==> config.mk <==
export PLATFORM = sky130hd
export DESIGN_NAME = comparator_1bit_flat
export DESIGN_NICKNAME = d
export VERILOG_FILES = /design/src/rtl/comparator_1bit_pkg.sv /design/src/rtl/comparator_1bit_if.sv /design/src/rtl/comparator_1bit_chk.sv /design/src/rtl/comparator_1bit_core.sv /design/src/rtl/comparator_1bit.sv /design/src/flat_wrapper.sv
export SDC_FILE = /design/constraint.sdc
export NUM_CORES = 1
export LEC_CHECK = 0
export CAP_MARGIN = 20
export CORE_AREA = 2 2 39 41
export CTS_BUF_LIST = sky130_fd_sc_hd__clkbuf_16
export DETAILED_ROUTE_END_ITERATION = 8
export DIE_AREA = 0 0 41 43
export HOLD_SLACK_MARGIN = 0.12
export PLACE_DENSITY = 0.32
export SLEW_MARGIN = 25
export SYNTH_ARGS = -nofsm -noshare
export SYNTH_HDL_FRONTEND = slang
export SYNTH_SLANG_ARGS = --single-unit
==> constraint.sdc <==
create_clock -name clk -period 1.1 [get_ports clk]
set_input_delay 0.11 -clock clk [delete_from_list [all_inputs] [get_ports clk]]
set_output_delay 0.11 -clock clk [all_outputs]
set_load 0.02 [all_outputs]
==> src/rtl/comparator_1bit_pkg.sv <==
// Shared types for the registered 1-bit comparator: the one-hot result encoding
// and its decode into the three output flags.
package comparator_1bit_pkg;

  typedef logic [2:0] cmp_res_t;

  localparam cmp_res_t CMP_EQ   = 3'b001;
  localparam cmp_res_t CMP_LT   = 3'b010;
  localparam cmp_res_t CMP_GT   = 3'b100;
  localparam cmp_res_t CMP_NONE = 3'b000;

  typedef struct packed {
    logic eq;
    logic lt;
    logic gt;
  } cmp_flags_t;

  function automatic cmp_flags_t cmp_to_flags(input cmp_res_t res);
    cmp_flags_t flags;
    flags.eq = res[0];
    flags.lt = res[1];
    flags.gt = res[2];
    return flags;
  endfunction

endpackage

==> src/rtl/comparator_1bit_if.sv <==
// Operand/result bundle for comparator_1bit. The counter and clear signals
// exist only when COMPARATOR_1BIT_STATS_EN is defined.
interface comparator_1bit_if #(
  parameter int CNT_W = 16
);

  logic in_valid;
  logic A;
  logic B;
  logic out_valid;
  logic A_eq_B;
  logic A_lt_B;
  logic A_gt_B;
`ifdef COMPARATOR_1BIT_STATS_EN
  logic             stats_clr;
  logic [CNT_W-1:0] eq_cnt;
  logic [CNT_W-1:0] lt_cnt;
  logic [CNT_W-1:0] gt_cnt;
`endif

  if (CNT_W < 2 || CNT_W > 32) begin : g_bad_cnt_w
    $error("comparator_1bit_if: CNT_W must be in 2..32");
  end

`ifdef COMPARATOR_1BIT_STATS_EN
  modport master (
    output in_valid, A, B, stats_clr,
    input  out_valid, A_eq_B, A_lt_B, A_gt_B, eq_cnt, lt_cnt, gt_cnt
  );
  modport slave (
    input  in_valid, A, B, stats_clr,
    output out_valid, A_eq_B, A_lt_B, A_gt_B, eq_cnt, lt_cnt, gt_cnt
  );
`else
  modport master (
    output in_valid, A, B,
    input  out_valid, A_eq_B, A_lt_B, A_gt_B
  );
  modport slave (
    input  in_valid, A, B,
    output out_valid, A_eq_B, A_lt_B, A_gt_B
  );
`endif

endinterface

==> src/rtl/comparator_1bit_chk.sv <==
// Simulation-only checks for comparator_1bit: no unknown operands while
// sampling, and a one-hot result whenever out_valid is set.
module comparator_1bit_chk (
  input logic clk,
  input logic rst_n,
  input logic in_valid,
  input logic a,
  input logic b,
  input logic out_valid,
  input logic eq,
  input logic lt,
  input logic gt
);

  a_no_x_operands: assert property (
    @(posedge clk) disable iff (!rst_n) in_valid |-> !$isunknown({a, b})
  ) else $error("comparator_1bit: X/Z on A or B while in_valid");

  a_onehot_result: assert property (
    @(posedge clk) disable iff (!rst_n) out_valid |-> $onehot({eq, lt, gt})
  ) else $error("comparator_1bit: result flags not one-hot");

endmodule

==> src/rtl/comparator_1bit_core.sv <==
// Purely combinational 1-bit magnitude compare producing a one-hot {gt, lt, eq}.
module comparator_1bit_core
  import comparator_1bit_pkg::*;
(
  input  logic     a,
  input  logic     b,
  output cmp_res_t res
);

  assign res = {a & ~b, ~a & b, ~(a ^ b)};

endmodule

==> src/rtl/comparator_1bit.sv <==
// Registered 1-bit magnitude comparator with a sticky valid bit.
// Optional saturating result counters are enabled by COMPARATOR_1BIT_STATS_EN.
module comparator_1bit
  import comparator_1bit_pkg::*;
#(
  parameter int CNT_W = 16
) (
  input logic              clk,
  input logic              rst_n,
  comparator_1bit_if.slave bus
);

  if (CNT_W < 2 || CNT_W > 32) begin : g_bad_cnt_w
    $error("comparator_1bit: CNT_W must be in 2..32");
  end

  cmp_res_t   core_res_s;
  cmp_res_t   res_d;
  cmp_res_t   res_q;
  logic       out_valid_d;
  logic       out_valid_q;
  cmp_flags_t flags_s;

  comparator_1bit_core u_core (
    .a   (bus.A),
    .b   (bus.B),
    .res (core_res_s)
  );

  // Load a new result on each accepted sample; otherwise hold, valid stays sticky.
  always_comb begin
    res_d       = res_q;
    out_valid_d = out_valid_q;
    if (bus.in_valid) begin
      res_d       = core_res_s;
      out_valid_d = 1'b1;
    end else begin
      res_d       = res_q;
      out_valid_d = out_valid_q;
    end
  end

  always_ff @(posedge clk or negedge rst_n) begin
    if (!rst_n) begin
      res_q       <= CMP_NONE;
      out_valid_q <= 1'b0;
    end else begin
      res_q       <= res_d;
      out_valid_q <= out_valid_d;
    end
  end

  assign flags_s       = cmp_to_flags(res_q);
  assign bus.out_valid = out_valid_q;
  assign bus.A_eq_B    = flags_s.eq;
  assign bus.A_lt_B    = flags_s.lt;
  assign bus.A_gt_B    = flags_s.gt;

`ifdef COMPARATOR_1BIT_STATS_EN
  logic [CNT_W-1:0] eq_cnt_d;
  logic [CNT_W-1:0] eq_cnt_q;
  logic [CNT_W-1:0] lt_cnt_d;
  logic [CNT_W-1:0] lt_cnt_q;
  logic [CNT_W-1:0] gt_cnt_d;
  logic [CNT_W-1:0] gt_cnt_q;

  // Clear wins over increment; counting stops at all-ones.
  function automatic logic [CNT_W-1:0] cnt_next(
    input logic [CNT_W-1:0] cnt,
    input logic             hit,
    input logic             clr
  );
    logic [CNT_W-1:0] nxt;
    if (clr) begin
      nxt = '0;
    end else if (hit && (cnt != {CNT_W{1'b1}})) begin
      nxt = cnt + CNT_W'(1);
    end else begin
      nxt = cnt;
    end
    return nxt;
  endfunction

  // Next-state for the three result counters.
  always_comb begin
    eq_cnt_d = cnt_next(eq_cnt_q, bus.in_valid & core_res_s[0], bus.stats_clr);
    lt_cnt_d = cnt_next(lt_cnt_q, bus.in_valid & core_res_s[1], bus.stats_clr);
    gt_cnt_d = cnt_next(gt_cnt_q, bus.in_valid & core_res_s[2], bus.stats_clr);
  end

  // Counter registers.
  always_ff @(posedge clk or negedge rst_n) begin
    if (!rst_n) begin
      eq_cnt_q <= '0;
      lt_cnt_q <= '0;
      gt_cnt_q <= '0;
    end else begin
      eq_cnt_q <= eq_cnt_d;
      lt_cnt_q <= lt_cnt_d;
      gt_cnt_q <= gt_cnt_d;
    end
  end

  assign bus.eq_cnt = eq_cnt_q;
  assign bus.lt_cnt = lt_cnt_q;
  assign bus.gt_cnt = gt_cnt_q;
`endif

`ifndef SYNTHESIS
  comparator_1bit_chk u_chk (
    .clk       (clk),
    .rst_n     (rst_n),
    .in_valid  (bus.in_valid),
    .a         (bus.A),
    .b         (bus.B),
    .out_valid (out_valid_q),
    .eq        (flags_s.eq),
    .lt        (flags_s.lt),
    .gt        (flags_s.gt)
  );
`endif

endmodule

==> src/flat_wrapper.sv <==
// flat-port wrapper written by rule: the top's interface ports become plain ports
module comparator_1bit_flat import comparator_1bit_pkg::*;
#(
  parameter int CNT_W = 16
)
  (clk, rst_n, bus_in_valid, bus_A, bus_B, bus_out_valid, bus_A_eq_B, bus_A_lt_B, bus_A_gt_B);
  comparator_1bit_if #(.CNT_W(CNT_W)) bus_i ();
  input logic clk;
  input logic rst_n;
  input wire logic [$bits(bus_i.in_valid)-1:0] bus_in_valid;
  input wire logic [$bits(bus_i.A)-1:0] bus_A;
  input wire logic [$bits(bus_i.B)-1:0] bus_B;
  output wire logic [$bits(bus_i.out_valid)-1:0] bus_out_valid;
  output wire logic [$bits(bus_i.A_eq_B)-1:0] bus_A_eq_B;
  output wire logic [$bits(bus_i.A_lt_B)-1:0] bus_A_lt_B;
  output wire logic [$bits(bus_i.A_gt_B)-1:0] bus_A_gt_B;
  assign bus_i.in_valid = bus_in_valid;
  assign bus_i.A = bus_A;
  assign bus_i.B = bus_B;
  assign bus_out_valid = bus_i.out_valid;
  assign bus_A_eq_B = bus_i.A_eq_B;
  assign bus_A_lt_B = bus_i.A_lt_B;
  assign bus_A_gt_B = bus_i.A_gt_B;
  comparator_1bit #(.CNT_W(CNT_W)) u_core (.clk(clk), .rst_n(rst_n), .bus(bus_i));
endmodule
---- After elaboration in Yosys (flattened, before gate mapping) ----
Index checks and enable logic that the tools add are counted.
storage, ports and cells
  flip-flop bits (word level) ............. 4
  word-level logic and storage cells ...... 8
  bits of input ports ..................... 5
operators by class
  bitwise operators ....................... 6
operators with widths
  kind               count
  1-bit inverter     3
  1-bit bitwise AND  2
  1-bit bitwise XOR  1

---- Logic depth before layout (Yosys ltp) ----
  depth after elaboration ................. 2
  mapped depth ............................ 3

---- Hierarchy ----
Synthesis repeated with hierarchy kept, for this count alone.
second synthesis, totals
  cell total of the unflattened synthesis .. 12
  area total of the unflattened synthesis .. 172.7 um^2
by module, submodules not included
  module                cells an instance  area each (um^2)  instances  seq. area each (um^2)
  comparator_1bit       8                  140.1             1          100.1
  comparator_1bit_core  4                  32.5              1          0.0

---- Worst setup path before layout ----
No wires, ideal clock.
  kind .................................... reg-to-reg
  start ................................... register u_core.bus.out_valid (netlist name)
  end ..................................... register u_core.out_valid_q, in the netlist u_core.bus.out_valid
  arrival ................................. 730 ps
  library setup time ...................... 127 ps
  slack ................................... 242 ps
  data required time ...................... 973 ps
  cell stages (with the launch flop) ...... 2
  cell sequence ........................... dfrtp_1 > or2_2
RTL lines
  what                    line                   source
  end signal: assignment  comparator_1bit.sv:49  out_valid_q <= out_valid_d;
  end: declaration        comparator_1bit.sv:21  logic out_valid_q;

---- Worst setup path after layout ----
  start ................................... register u_core.res_q[2]
  end ..................................... output bus_A_gt_B
RTL lines
  what                      line                   source
  start: declaration        comparator_1bit.sv:19  cmp_res_t res_q;
  start signal: assignment  comparator_1bit.sv:48  res_q <= res_d;
  end: declaration          flat_wrapper.sv:16     output wire logic [$bits(bus_i.A_gt_B)-1:0] bus_A_gt_B;
No word-level cell between the ends.

==> results by group <==
Placed design
  • Buffers on Ports: 8
  • Pre-CTS WS: -0.2172 ns
  • GPL Wtd Cong: between 0.5 and 0.6

Floorplan
  • Starting Density: roughly an eighth
  • Core Region: between 1000 and 1500 um2
  • DIE AREA: around 1800 um2
  • Top Ports: 9
  • Chip width: just over 40 um
  • Die height: roughly 43 um
  • Cell Rows: 14

Critical path
  • Flop2flop setup slack: between 0.3 and 0.4 ns
  • Slowest CP cell: dfrtp_1
  • Critical path's largest stage delay: around 0.37 ns
  • Worst setup path start: u_core.res_q[2]
  • Critical Path End Type: primary output
  • Worst Setup Start Kind: flop
  • Crit path DAT: ~0.91 ns
  • Cells along the critical path: dlygate4sd2_1
  • CP Max Fanout: 2
  • Reg-to-reg critical path endpoint: u_core.bus.out_valid
  • Crit Path Class: flop to primary output
  • Reg2reg path depth: 1
  • Critical Path RT: 0.99 ns
  • Top delay family on crit path: flip-flops
  • Reg-to-Reg Start: u_core.bus.out_valid
  • CP Buf/Inv Count: 1

Pwr
  • Max rail drop VDD: 1.047 mV
  • PwrDens: roughly 2200 nW/um2
  • Leakage: about 0.17 nW

Clock tree
  • CTS clock-pin slew for the worst setup and hold paths: 0.03 ns
  • Clock Latency Late Sink: between 0.2 and 0.25 ns
  • H-tree depth: 1
  • Clk sinks: 4
  • CTS tree: done
  • Post CTS Setup Buffer Count: 0
  • CTS root buffer: clkbuf_16
  • Clk buf depth: 2
  • CTS buffer count: 3

GRT
  • Vias in the first global route: 122
  • First-pass GRT wire length: roughly 560 um
  • Total gr overflow: 0
  • GR peak layer: met1
  • GRT met1 Usage: around 8%
  • Global Route met2 Usage: 4.063%
  • Met3 usage: roughly 3.1%
  • Initial antenna violation count: 0
  • Total GRT Usage: 5.651%
  • Largest net degree at the start of global routing: 5

STA
  • Rel. slew slack: about 86%
  • Endpoints failing hold: 0
  • Crit share post-route: around 93%
  • Max Clock Skew: 0 ns
  • RSZ-0062 raised after global routing: no
  • Fin. max-slew vios: 0
  • Fmax: about 1000 MHz
  • Setup-failing EPs final: 0
  • Worst setup margin: between 0.07 and 0.08 ns
  • Hold slack: approximately 0.32 ns
  • Post-layout minimum cycle time: slightly above 1 ns
  • Slew @ Worst Pin: between 0.2 and 0.25 ns

Yosys
  • Mapped Nets: 19
  • Syn Inst Count: 12
  • Yosys reg bits: 4
  • Syn Area/Cell: roughly 14 um2
  • Syn Std Cell Area: around 170 um2
  • Post-synthesis sequential area ratio: ~58%
  • Unique masters post-synth: 5
  • Synth warnings: 0

Layout
  • Commonest cells after routing, fill and taps aside: dlygate4sd2_1 (4), dfrtp_1 (4), mux2_2 (3), clkbuf_16 (3), clkdlybuf4s50_1 (3)
  • P&R area growth vs syn: 105.8%
  • Final nets: 33
  • Inserted Diodes: 0
  • Share of layout cells above drive strength 1: slightly below 30%

Route
  • First-pass DRT Iterations: 1
  • DR vias/cell: between 3 and 4
  • Via count: roughly 130
  • Post-DRT Antenna Nets: 0
  • DRC: 0
  • First DRT Iteration DRCs: 0
  • WL final: ~350 um
  • Routed len/inst: ~8.8 um

Min path
  • Worst Hold Path EP: u_core.res_q[1]
  • WHS Path Cells: 3
  • Hold Crit Class: primary input to flop
  • Hold path start: bus_B

Run status
  • Status: finished, final reports clean

Job
  • Max-cap violations: 0
## sequential cells by signal, summed over array words and instances (netlist names)
name,flops
u_core.res_q,3
u_core.bus.out_valid,1
## stage by stage
step	TNS, ns	power, mW	cells	area, um2	util [%]
after floorplan	0	0.1986	12	172.7	-
after global placement	-0.4136	0.2468	36	272.8	19.71
after detailed placement	-0.4121	0.2467	36	272.8	19.71
after CTS	0	0.8074	40	352.8	25.50
after global routing	0	0.8271	40	355.3	25.68
final	0	0.7927	40	355.3	25.68
## synthesized netlist by cell type
master,number,area [um2]
dfrtp_1,4,100.1
ha_1,2,25.02
inv_1,2,7.510
mux2_2,3,33.78
or2_2,1,6.260
## layout make-up
cell class	count	area, um2
fill	150	1028
sequential	4	100.1
timing repair buffer	9	87.58
clock buffer	3	75.07
multi-input combinational	6	65.06
tap	16	20.02
inverter	2	7.507
## report_power, final
part	total, mW	internal [mW]	switching, mW
Combinational	0.0712	0.0383	0.0329
Sequential	0.166	0.160	0.00565
Clock	0.556	0.463	0.0920
## worst max-delay path by stage
stage | end | slack, ns | cells past startpoint
CTS | u_core.res_q[0] | 0.01 | 4
finish | bus_A_gt_B | 0.08 | 1
detailed placement | u_core.res_q[0] | -0.22 | 4
global route | bus_A_gt_B | 0.05 | 1
global placement | u_core.res_q[0] | -0.21 | 4
floorplan | u_core.bus.out_valid | 0.24 | 1
## kinds of logic after synthesis
group / synth area share (%)
adder cells (fa/ha/maj): 14.49
buffers and inverters: 4.349
flip-flops: 57.97
multiplexers: 19.56
AND/OR/NAND/NOR: 3.626
## routing by layer
layer	part of all wire (%)	routed length, um
met2	36	127
met5	0	0
met4	0	0
met3	15	52
met1	49	171
## what timing repair did
item / in CTS / in global routing
hold buffers: 1 / 0
hold endpoints to repair: 4 / 0
pin swaps: 0 / 0
resized for setup: 4 / 1
endpoints found under the setup margin: 4 / 1
(Power assumes the default switching activity.)
